`src/rtl/usrt_tx_shift_p.sv`:
```
// usrt_tx_shift_p: serial frame transmitter sending start, LSB-first data, optional parity and 1-2 stop bits.
// Define USRT_TX_PARITY_EN to compile in parity generation and the PARITY state.
module usrt_tx_shift_p #(
  parameter int DATA_WIDTH = 8,
  parameter int BAUD_WIDTH = 14
) (
  input  logic                  i_Pclk,
  input  logic                  i_Presetn,
  input  logic [BAUD_WIDTH-1:0] i_Baud,
  input  logic                  i_Enable,
  input  logic [DATA_WIDTH-1:0] i_Data,
  input  logic                  i_Parity_En,
  input  logic                  i_Parity_Odd,
  input  logic                  i_Two_Stop,
  output logic                  o_Tx_Serial,
  output logic                  o_Pready,
  output logic                  o_Busy
);

  localparam int IDX_W = $clog2(DATA_WIDTH);
  localparam logic [IDX_W-1:0]      LAST_IDX = IDX_W'(DATA_WIDTH - 1);
  localparam logic [IDX_W-1:0]      IDX_ONE  = IDX_W'(1);
  localparam logic [BAUD_WIDTH-1:0] BAUD_ONE = BAUD_WIDTH'(1);

  typedef enum logic [2:0] {
    IDLE   = 3'd0,
    START  = 3'd1,
    DATA   = 3'd2,
    PARITY = 3'd3,
    STOP1  = 3'd4,
    STOP2  = 3'd5
  } state_t;

  state_t                state_q, state_d;
  logic [BAUD_WIDTH-1:0] cnt_q, cnt_d;
  logic [BAUD_WIDTH-1:0] baud_m1_q, baud_m1_d;
  logic [IDX_W-1:0]      idx_q, idx_d;
  logic [DATA_WIDTH-1:0] data_q, data_d;
  logic                  two_stop_q, two_stop_d;
  logic                  tx_q, tx_d;
  logic                  busy_q, busy_d;
  logic                  pready_q, pready_d;
  logic                  bit_done;

`ifdef USRT_TX_PARITY_EN
  logic par_en_q, par_en_d;
  logic par_bit_q, par_bit_d;
`else
  logic unused_parity;
  assign unused_parity = i_Parity_En ^ i_Parity_Odd;
`endif

  // cnt_q counts down the remaining cycles of the current bit; zero marks its last cycle.
  assign bit_done = (cnt_q == '0);

  always_comb begin
    state_d    = state_q;
    cnt_d      = cnt_q;
    baud_m1_d  = baud_m1_q;
    idx_d      = idx_q;
    data_d     = data_q;
    two_stop_d = two_stop_q;
    pready_d   = 1'b0;
`ifdef USRT_TX_PARITY_EN
    par_en_d   = par_en_q;
    par_bit_d  = par_bit_q;
`endif

    if (state_q != IDLE) begin
      cnt_d = bit_done ? baud_m1_q : cnt_q - BAUD_ONE;
    end

    case (state_q)
      IDLE: begin
        if (i_Enable) begin
          state_d    = START;
          baud_m1_d  = (i_Baud == '0) ? '0 : i_Baud - BAUD_ONE;
          cnt_d      = baud_m1_d;
          idx_d      = '0;
          data_d     = i_Data;
          two_stop_d = i_Two_Stop;
`ifdef USRT_TX_PARITY_EN
          par_en_d   = i_Parity_En;
          par_bit_d  = (^i_Data) ^ i_Parity_Odd;
`endif
        end
      end
      START: begin
        if (bit_done) begin
          state_d = DATA;
        end
      end
      DATA: begin
        if (bit_done) begin
          if (idx_q == LAST_IDX) begin
`ifdef USRT_TX_PARITY_EN
            state_d = par_en_q ? PARITY : STOP1;
`else
            state_d = STOP1;
`endif
          end else begin
            idx_d  = idx_q + IDX_ONE;
            data_d = data_q >> 1;
          end
        end
      end
`ifdef USRT_TX_PARITY_EN
      PARITY: begin
        if (bit_done) begin
          state_d = STOP1;
        end
      end
`endif
      STOP1: begin
        if (bit_done) begin
          if (two_stop_q) begin
            state_d = STOP2;
          end else begin
            state_d  = IDLE;
            pready_d = 1'b1;
          end
        end
      end
      STOP2: begin
        if (bit_done) begin
          state_d  = IDLE;
          pready_d = 1'b1;
        end
      end
      default: state_d = IDLE;
    endcase

    // Line level is decoded from the next state so it changes on the same edge as the state.
    case (state_d)
      START:   tx_d = 1'b0;
      DATA:    tx_d = data_d[0];
`ifdef USRT_TX_PARITY_EN
      PARITY:  tx_d = par_bit_d;
`endif
      default: tx_d = 1'b1;
    endcase
    busy_d = (state_d != IDLE);
  end

  always_ff @(posedge i_Pclk or negedge i_Presetn) begin
    if (!i_Presetn) begin
      state_q    <= IDLE;
      cnt_q      <= '0;
      baud_m1_q  <= '0;
      idx_q      <= '0;
      data_q     <= '0;
      two_stop_q <= 1'b0;
      tx_q       <= 1'b1;
      busy_q     <= 1'b0;
      pready_q   <= 1'b0;
`ifdef USRT_TX_PARITY_EN
      par_en_q   <= 1'b0;
      par_bit_q  <= 1'b0;
`endif
    end else begin
      state_q    <= state_d;
      cnt_q      <= cnt_d;
      baud_m1_q  <= baud_m1_d;
      idx_q      <= idx_d;
      data_q     <= data_d;
      two_stop_q <= two_stop_d;
      tx_q       <= tx_d;
      busy_q     <= busy_d;
      pready_q   <= pready_d;
`ifdef USRT_TX_PARITY_EN
      par_en_q   <= par_en_d;
      par_bit_q  <= par_bit_d;
`endif
    end
  end

  assign o_Tx_Serial = tx_q;
  assign o_Busy      = busy_q;
  assign o_Pready    = pready_q;

endmodule

```
`config.mk`:
```
export PLATFORM = sky130hd
export DESIGN_NAME = usrt_tx_shift_p
export DESIGN_NICKNAME = d
export VERILOG_FILES = /design/src/rtl/usrt_tx_shift_p.sv
export SDC_FILE = /design/constraint.sdc
export NUM_CORES = 1
export LEC_CHECK = 0
export CAP_MARGIN = 15
export CORE_MARGIN = 3
export CORE_UTILIZATION = 56
export CTS_CLUSTER_SIZE = 30
export DETAILED_ROUTE_END_ITERATION = 7
export PLACE_DENSITY = 0.85
export SLEW_MARGIN = 20
export SYNTH_ARGS = -nofsm -noshare
export SYNTH_HDL_FRONTEND = slang
export SYNTH_SLANG_ARGS = --single-unit
```
`constraint.sdc`:
```
create_clock -name i_Pclk -period 2.5 [get_ports i_Pclk]
set_input_delay 0.5 -clock i_Pclk [delete_from_list [all_inputs] [get_ports i_Pclk]]
set_output_delay 0.5 -clock i_Pclk [all_outputs]
set_load 0.01 [all_outputs]
```
==> impl_metrics.tcl, run 1 <==
set metrics [dict create \
    cp.arrival_ns 2.56 \
    drt-total-wl_mm 6.16 \
    die_w_um 73.7 \
    finalHoldViolCount 0 \
    fin_util_pct 76.3 \
    synth_edf_count 0 \
    syn2layout_area_growth_pct 24.9 \
    syn-num-nets 297 \
    max-vdd-ir-drop_uv 309 \
    htreeDepth 2 \
    fmax_mhz 422 \
    cpMaxStageDelayCell "or4_1" \
    post-route-period-util_pct 94.7 \
    status "finished clean" \
    powerDensity_nw_per_um2 438 \
    power.leakage_nw 1.44 \
    yosysSeqAreaShare_pct 44.9 \
    rows 23 \
    grt_use_total_pct 25.3 \
    critPathKind "input pin to flip-flop" \
    cts_tree "built" \
    synth_top_flop_cell "dfrtp_1" \
    drc_errors 0 \
    syn-cell-area_um2 2570 \
    io_buffer_count 28 \
    vias 2347 \
    hp-class "input pin to async pin" \
    tightest_slew_ns 0.557 \
    finalSetupViolCount 0 \
    ys_ff_latch 46 \
    wire_per_inst_um 16.7 \
    multi_input_area_um2 1280 \
    die_h_um 73.7 \
    cp.buffers_inverters 3 \
    grt_pass1_wl_mm 10.5 \
    grt_pass1_vias 2228 \
    cts_root_buffer "clkbuf_8" \
    cp_top_family "simple AND/OR/NAND/NOR gates" \
    clk_pin_slew_ns 0.09 \
    rsz0062_at_grt "no" \
    crit_top_cell "buf_4" \
    maxCapViolCount 0 \
    dp_hpwl_mm 4.38 \
    insertion_delay_ns 0.30 \
    p_total_w 0.00140 \
    antenna_cells 0 \
    floorplan.initialDensity_pct 61.1 \
    worstReg2RegStart "cnt_q[0]$_DFF_PN0_" \
    cts_inserted_buffers 5 \
    first_pass_iters 5 \
    drt_iter0_markers 182 \
    crit_fanout 5 \
    max_stage_delay_ns 0.51 \
    core_area_um2 4200 \
    cts_hold_buf 0 \
    dieArea_um2 5430 \
    worstPathCellList "clkdlybuf4s50_1 > buf_4 > or4_1 > or3_4 > buf_4 > xor2_1 > nor2_2 > a211o_1" \
    seqCellArea_um2 1150 \
    ff2ff_path_depth 6 \
    drive_gt1_share_pct 19.4 \
    cts.sinks 46 \
    maxSlewViolCount 0 \
    post_cts_resized 0 \
    num-fill-cells 294 \
    viasPerCell 6.36 \
    hold_slack_ns 0.270 \
    critPathLaunchType "input pin" \
    synthCells 264 \
    grt_max_degree 47 \
    antenna_found_initial 0 \
    rr_endpoint "o_Busy$_DFF_PN0_" \
    gp_congestion 0.822 \
    rrSetupSlack_ns 0.18 \
    end_kind "flip-flop" \
    yosys_warnings 0 \
    synthDistinctLibCells 55 \
    gr-total-overflow 0 \
    syn_area_per_cell_um2 9.72 \
    ant_nets 0 \
    relSlewSlack_pct 62.9 \
    skew_ns 0.00919 \
    nets 351 \
    cts_max_path_buffers 2 \
    required_ns 2.70 \
    async_flop_share_pct 100 \
    post-cts-setup-buffers 0 \
    period_minus_slack_ns 2.37 \
    ioPinCount 31 \
]
placed cells by master, fill, tap and decap left out, drive strengths merged, types with 2 or more instances in the layout:
cell type,Yosys,final
a211o,5,5
inv,14,15
or3,8,8
dfrtp,45,45
o211ai,5,5
a21o,6,6
o21ai,18,18
or4,5,5
nand4,2,2
clkdlybuf4s50,0,27
nor4,7,7
nand3,3,3
nor4b,2,2
or3b,2,2
a21oi,8,8
nor3b,2,2
o221ai,7,7
or2,2,2
xor2,4,4
nor2,18,18
nor3,17,17
or4b,3,3
ha,5,5
buf,7,37
a311oi,3,3
xnor2,8,8
a211oi,2,2
nand2,20,20
a22o,3,3
clkbuf,10,5
a222oi,6,6
worst reg2reg max path, stage by stage, from the launching register on:
cell and delay [ns]:
dfrtp_1 0.42, inv_1 0.08, ha_1 0.23, or4b_1 0.53
nor3_1 0.29, a311oi_1 0.16, or4_1 0.50
logic make-up (layout without fill, tap and decap cells):
kind of cell             Yosys count  in the layout  share of synthesized area, %
AND/OR/NAND/NOR                   96             96                          21.4
buffers and inverters             31             86                          5.46
multiplexers                       2              2                         0.829
adder cells (fa/ha/maj)            5              5                          2.44
XOR/XNOR                          12             12                          4.10
flip-flops                        46             46                          44.9
AO/OA/AOI/OAI                     72             72                          20.9
per-stage QoR:
stage,cell area [um^2],setup WS [ns],TNS (ns),cells
2_1_floorplan,2570,0.323,0,264
3_3_place_gp,3090,-0.143,-1.73,361
3_5_place_dp,3090,-0.174,-2.84,361
4_1_cts,3200,0.145,0,369
5_1_grt,3210,0.0425,0,369
6_report,3210,0.132,0,369
registers in the layout, summed over array words and instances (netlist names):
register	flops
baud_m1_q	14
cnt_q	14
o_Pready	1
two_stop_q	1
data_q	8
state_q	3
idx_q	3
o_Tx_Serial	1
o_Busy	1
synthesized netlist by cell type, types with 5 or more instances:
cell	number	area share, %
dfrtp_1	45	44
nand2_1	19	2.8
o21ai_0	18	3.5
nor2_1	16	2.3
nor3_1	15	2.9
inv_1	14	2.0
clkbuf_1	10	1.5
xnor2_1	8	2.7
nor4_1	7	1.7
o221ai_1	7	2.4
or3_1	7	1.7
a21o_1	6	1.8
a21oi_1	6	1.2
a222oi_1	6	2.3
buf_2	6	1.2
a211o_1	5	1.7
ha_1	5	2.4
o211ai_1	5	1.5
layer usage:
| layer | up-vias | wire length (um) | track usage [%] |
|---|---|---|---|
| li1 | 1104 | - | - |
| met4 | 0 | 140 | 9.86 |
| met3 | 17 | 455 | 4.79 |
| met2 | 105 | 3030 | 40.9 |
| met5 | - | 0 | 0 |
| met1 | 1121 | 2540 | 33.3 |
final cells by class:
type	instances	share of cell area (%)
multi-input combinational	187	39.9
timing repair buffer	64	17.0
clock inverter	3	1.37
tap	50	1.95
clock buffer	5	2.15
sequential	46	35.9
inverter	14	1.64
how the worst max path moves through the flow:
stage | slack [ns] | end | cells past startpoint | start
3_5_place_dp | -0.17 | cnt_q[11]$_DFF_PN0_ | 7 | i_Baud[0]
6_report | 0.13 | cnt_q[9]$_DFF_PN0_ | 8 | i_Baud[0]
2_1_floorplan | 0.32 | cnt_q[11]$_DFF_PN0_ | 6 | i_Baud[6]
3_3_place_gp | -0.14 | cnt_q[13]$_DFF_PN0_ | 7 | i_Baud[0]
5_1_grt | 0.04 | o_Busy$_DFF_PN0_ | 6 | cnt_q[0]$_DFF_PN0_
4_1_cts | 0.14 | cnt_q[9]$_DFF_PN0_ | 8 | i_Baud[0]
power by group:
group / internal (W) / switching (W) / leakage [nW]
sequential: 0.000743 / 0 / 0.588
clock: 0.000299 / 0.000251 / 0.0585
combinational: 0.0000635 / 0.0000465 / 0.794
Note: power is estimated with default switching activity, not from simulation.
==> run 2, diff against run 1 <==
ABC_AREA = 1   (was unset)
==> run 2 against run 1 <==
  * Critical path depth is 3 higher
  * First-iteration DRC count fell by 22%
  * Non-clock buffer count is 33 lower
  * Sequential power hardly changed
  * Area after synthesis increased by 6.5%
  * Global-route usage decreased by 3.1 points
  * Synthesized cell count is 40% higher
  * Critical path type is now flip-flop to flip-flop
  * Largest cell class unchanged
==> impl_metrics.tcl, run 2 <==
set metrics [dict create \
    status "finished clean" \
    critPathKind "flip-flop to flip-flop" \
    drt-total-wl_mm 5.66 \
    synth_edf_count 0 \
    rows 24 \
    syn-num-nets 402 \
    drc_errors 0 \
    ys_ff_latch 46 \
    final_common_cell "nand2_1" \
    p_comb_share_pct 6.9 \
    synth_top_area_share_pct 41.2 \
    finalHoldViolCount 0 \
    vias 2420 \
    place_ws_ns 0.364 \
    p_sw_share_pct 22.8 \
    syn_area_per_cell_um2 7.41 \
    die_h_um 75.9 \
    cts_tree "built" \
    die_w_um 75.9 \
    post-cts-setup-buffers 0 \
    maxCapViolCount 0 \
    first_pass_iters 5 \
    floorplan.initialDensity_pct 60.3 \
    ioPinCount 31 \
    crit_fanout 26 \
    reg.largest.list "baud_m1_q x14, cnt_q x14, data_q x8" \
    grt_pass1_vias 2129 \
    synth_common_cells "nand2_1 (116), nand3_1 (50), dfrtp_1 (45)" \
    seqPwrFrac_pct 58.2 \
    power.leakage_nw 1.49 \
    dp_hpwl_mm 4.30 \
    cts.sinks 46 \
    gr-total-overflow 0 \
    yosys_warnings 0 \
    hp-class "input pin to async pin" \
    synthCells 369 \
    syn2layout_area_growth_pct 15.1 \
    drive_gt1_share_pct 9.25 \
    antenna_found_initial 0 \
    worstReg2RegStart "cnt_q[0]$_DFF_PN0_" \
    async_flop_share_pct 100 \
    core_area_um2 4530 \
    yosysTopAreaCell "dfrtp_1" \
    layout_common_cells "nand2_1 (116), nand3_1 (50), dfrtp_1 (45)" \
    dieArea_um2 5750 \
    cts_root_buffer "clkbuf_8" \
    rsz0062_at_grt "no" \
    drt_iter0_markers 142 \
    synth_top_cells_by_area "dfrtp_1 (41%), nand2_1 (16%), nand3_1 (9.2%)" \
    synth_top_flop_cell "dfrtp_1" \
    fmax_mhz 499 \
    cts_inserted_buffers 5 \
    gp_congestion 0.920 \
    p_int_w 0.000986 \
    required_ns 2.74 \
    insertion_delay_ns 0.30 \
    layout_setup_ws_ns 0.498 \
    nets 432 \
    post-synth-top-count-cell "nand2_1" \
    period_minus_slack_ns 2.00 \
    io_buffer_count 28 \
    rrSetupSlack_ns 0.50 \
    synthDistinctLibCells 32 \
    power_frac_clock_pct 34.9 \
    skew_ns 0.00868 \
    ant_nets 0 \
    htreeDepth 2 \
    grt_use_total_pct 22.2 \
    grt_max_degree 27 \
    cts_hold_buf 0 \
    max-vdd-ir-drop_uv 267 \
    finalSetupViolCount 0 \
    syn-cell-area_um2 2730 \
    final-instance-count-excl-fill 465 \
    tightest_slew_ns 0.587 \
    cp.arrival_ns 2.25 \
    post-route-period-util_pct 80.1 \
    hold_slack_ns 0.0942 \
    tns_ns 0 \
    clk_pin_slew_ns 0.09 \
    dpl.cell_count 457 \
    critPathLaunchType "flip-flop" \
    cts_max_path_buffers 2 \
    yosysSeqAreaShare_pct 42.2 \
    startpoint "cnt_q[0]$_DFF_PN0_" \
    powerDensity_nw_per_um2 406 \
    viasPerCell 5.20 \
    wire_per_inst_um 12.2 \
    antenna_cells 0 \
    grt_pass1_wl_mm 9.69 \
    switchingPower_w 0.000291 \
    maxSlewViolCount 0 \
    relSlewSlack_pct 60.8 \
    end_kind "flip-flop" \
    post_cts_resized 0 \
]
==> run 2: cell types whose count changed after synthesis, sizes merged, moves of 8 or more <==
cell    before  now
nand2       20  121
nor3        17    6
nand3        3   54
or3          8    0
inv         14   40
clkbuf      10    2
nor2        18   38
==> run 2: critical path: stages (launching register included) <==
cell and delay, ns:
dfrtp_1 0.40, inv_1 0.10, ha_1 0.23, nand2_1 0.13, nor2_4 0.21, nand2_4 0.22
nand2_2 0.12, nand2_1 0.22, nand2_1 0.12, nand2_1 0.08, nand2_1 0.06, nand2_1 0.05
==> run 2: metal layers <==
layer | track usage, % | part of all wire (%) | up-vias
li1 | - | - | 1244
met1 | 32.1 | 48 | 1103
met2 | 34.0 | 45 | 66
met3 | 4.35 | 5.0 | 7
met4 | 5.83 | 1.6 | 0
met5 | 0 | 0 | -
==> run 2: worst paths after layout <==
path | end | depth (start not counted)
worst max-delay path | o_Tx_Serial$_DFF_PN1_ | 11
min in group i_Pclk | o_Pready$_DFF_PN0_ | 1
max in group asynchronous | o_Tx_Serial$_DFF_PN1_ | 2
worst min-delay path | baud_m1_q[1]$_DFFE_PN0P_ | 1
worst min register to register | o_Pready$_DFF_PN0_ | 1
worst max register to register | o_Tx_Serial$_DFF_PN1_ | 11
==> run 2: layout make-up <==
| cell class | count | area (um^2) |
|---|---|---|
| inverters | 41 | 154 |
| clock buffers | 5 | 68.8 |
| fillers | 378 | 1390 |
| flip-flops and latches | 46 | 1150 |
| well taps | 65 | 81.3 |
| multi-input cells | 274 | 1370 |
| repair buffers | 31 | 298 |
| clock inverters | 3 | 21.3 |
==> run 2: logic make-up after synthesis <==
kind of cell             count (synthesis)  share of synthesized area [%]
AO/OA/AOI/OAI                           30                           6.59
XOR/XNOR                                10                           3.21
adder cells (fa/ha/maj)                  5                           2.29
buffers and inverters                   49                           7.69
flip-flops                              46                           42.2
AND/OR/NAND/NOR                        229                           38.0
==> run 2: power by group through the flow <==
stage / Clock (W) / Combinational (W) / Sequential (W)
floorplan: 0 / 0.0000223 / 0.000758
global placement: 0 / 0.0000873 / 0.000758
detailed placement: 0 / 0.0000882 / 0.000758
CTS: 0.000458 / 0.0000886 / 0.000743
global route: 0.000493 / 0.0000973 / 0.000743
finish: 0.000446 / 0.0000875 / 0.000743
==> run 2: metrics by stage <==
step / power (W) / area [um^2] / utilization [%]
2_1_floorplan: 0.000781 / 2730 / -
4_1_cts: 0.00129 / 3150 / 69.4
6_report: 0.00128 / 3150 / 69.4
3_5_place_dp: 0.000846 / 3060 / 67.4
5_1_grt: 0.00133 / 3150 / 69.4
3_3_place_gp: 0.000845 / 3060 / 67.4
==> run 3, diff against run 2 <==
CORE_UTILIZATION = 51   (was 56)
PLACE_DENSITY = 0.81   (was 0.85)
clock period = 1.6 ns   (was 2.5 ns; I/O delays follow)
==> run 3 against run 2 <==
  * The flow now finishes with violations (negative setup slack)
  * Die area rose by 9.0%
  * Power rose by 74%
  * Sequential cell count unchanged
  * Via count grew 14%
  * Clock power rose by 94%
  * Clock skew increased by 0.0025 ns
  * Wire length rose by 25%
  * Combinational power rose by 120%
  * Core utilization rose by 4.9 points
==> impl_metrics.tcl, run 3 (same netlist as run 2, synthesis figures left out) <==
set metrics [dict create \
    post-route-period-util_pct 103 \
    finalHoldViolCount 0 \
    viasPerCell 5.19 \
    met2_length_mm 3.59 \
    floorplan.initialDensity_pct 53.2 \
    cts.sinks 46 \
    hold_depth 1 \
    layout_common_cells "nand2_1 (107), buf_4 (58), nand3_1 (44), dfrtp_1 (44), inv_1 (30)" \
    grt_pass1_vias 2624 \
    rows 26 \
    finalSetupViolCount 8 \
    drt-total-wl_mm 7.08 \
    grt_max_degree 24 \
    required_ns 1.79 \
    ff2ff_path_depth 9 \
    relSlewSlack_pct 76.4 \
    drt_iter0_markers 168 \
    drive_gt1_share_pct 29.0 \
    num-fill-cells 376 \
    first_pass_iters 4 \
    critPathLaunchType "input pin" \
    power.leakage_nw 1.85 \
    cp_top_family "simple AND/OR/NAND/NOR gates" \
    end_kind "flip-flop" \
    vias 2762 \
    dieArea_um2 6270 \
    wire_per_inst_um 13.3 \
    cp.arrival_ns 1.84 \
    crit_fanout 4 \
    fin_util_pct 74.3 \
    dr_wl_met3_um 287 \
    period_minus_slack_ns 1.64 \
    hp-start "two_stop_q$_DFFE_PN0P_" \
    die_w_um 79.2 \
    skew_ns 0.0112 \
    rrSetupSlack_ns 0.04 \
    min_to "o_Pready$_DFF_PN0_" \
    cpMaxStageDelayCell "clkdlybuf4s50_1" \
    status "complete, but fails checks" \
    cts_root_buffer "clkbuf_8" \
    cts_max_path_buffers 2 \
    powerDensity_nw_per_um2 581 \
    ioPinCount 31 \
    nets 494 \
    tightest_slew_ns 0.353 \
    place_area_um2 3460 \
    antenna_found_initial 0 \
    die_h_um 79.2 \
    final_common_cell "nand2_1" \
    max_stage_delay_ns 0.41 \
    layout_setup_ws_ns -0.0444 \
    failed_checks "negative setup slack" \
    hp-class "flip-flop to flip-flop" \
    grt_pass1_wl_mm 11.6 \
    rr_endpoint "cnt_q[6]$_DFF_PN0_" \
    ant_nets 0 \
    core_area_um2 5140 \
    cp.buffers_inverters 3 \
    insertion_delay_ns 0.30 \
    io_buffer_count 28 \
    reg.largest.list "baud_m1_q x14, cnt_q x14, data_q x8" \
    grt_use_total_pct 23.1 \
    dp_hpwl_mm 4.95 \
    cts_tree "built" \
    maxSlewViolCount 0 \
    cts_inserted_buffers 5 \
    max-vdd-ir-drop_uv 526 \
    clk_pin_slew_ns 0.09 \
    worstReg2RegStart "cnt_q[0]$_DFF_PN0_" \
    gp_congestion 0.909 \
    gr-total-overflow 0 \
    wl_met1_mm 3.03 \
    fmax_mhz 608 \
    final_area_um2 3820 \
    htreeDepth 2 \
    rsz0062_at_grt "yes" \
    worstPathCellList "clkdlybuf4s50_1 > inv_2 > ha_2 > nand3_2 > nor3_2 > nand2_1 > nand2_2 > buf_4 > nor2_1 > nand2_1 > nand3_1" \
    syn2layout_area_growth_pct 39.7 \
    crit_top_cell "nand2_1" \
    antenna_cells 0 \
    startpoint "i_Baud[0]" \
    maxCapViolCount 0 \
    critPathKind "input pin to flip-flop" \
    drc_errors 0 \
    top_layer "met4" \
]
[run 3: area by class of cell]
| cell class | count | area (um^2) | share of cell area (%) |
|---|---|---|---|
| Multi-Input combinational cell | 274 | 1510 | 39.5 |
| Timing Repair Buffer | 93 | 801 | 21.0 |
| Inverter | 41 | 159 | 4.16 |
| Sequential cell | 46 | 1150 | 30.2 |
| Clock inverter | 2 | 37.5 | 0.983 |
| Tap cell | 70 | 87.6 | 2.29 |
| Clock buffer | 6 | 72.6 | 1.90 |
[run 3: worst register-to-register path: cells and delay by family (launching register included)]
family	cells	cell delay, ns
and+or+nand+nor	4	0.44
DFF	1	0.40
buffers and inverters	2	0.21
adders and majority gates	1	0.15
xor gates and xnor gates	1	0.15
AOI/OAI and AO/OA	1	0.09
[run 3: power by group]
group | leakage (nW) | total (W) | internal [W] | switching (W)
registers | 0.504 | 0.00116 | 0.00116 | 0
logic | 1.29 | 0.000195 | 0.000110 | 0.0000846
clock network | 0.0514 | 0.000864 | 0.000466 | 0.000398
total | 1.85 | 0.00222 | 0.00174 | 0.000482
[run 3: layer usage]
metal / up-vias / global-route usage, %
met5: - / 0
met4: 0 / 6.36
met3: 18 / 3.85
met2: 72 / 40.8
met1: 1309 / 29.2
li1: 1363 / -
[run 3: how the worst max path moves through the flow]
stage	to	slack, ns	depth (start not counted)
floorplan	data_q[7]$_DFFE_PN0P_	0.03	9
global placement	baud_m1_q[9]$_DFFE_PN0P_	-0.31	10
detailed placement	baud_m1_q[9]$_DFFE_PN0P_	-0.39	10
CTS	baud_m1_q[9]$_DFFE_PN0P_	0.01	10
global route	cnt_q[12]$_DFF_PN0_	-0.14	11
finish	cnt_q[12]$_DFF_PN0_	-0.04	11
[run 3: stage by stage]
stage	cells	setup slack, ns	TNS [ns]	hold WS [ns]	power, W
2_1_floorplan	369	0.0339	0	0.0244	0.00122
3_3_place_gp	513	-0.315	-6.64	0.326	0.00136
3_5_place_dp	513	-0.393	-8.38	0.329	0.00137
4_1_cts	522	0.0123	0	0.466	0.00222
5_1_grt	532	-0.137	-2.16	0.475	0.00230
6_report	532	-0.0444	-0.158	0.461	0.00222
[run 3: timing repair]
item,CTS,global route
endpoints found under the hold margin,8,0
hold buffers,1,0
gates resized for setup,8,45
setup endpoints to repair,13,37
pin swaps,1,16
buffers inserted,0,10
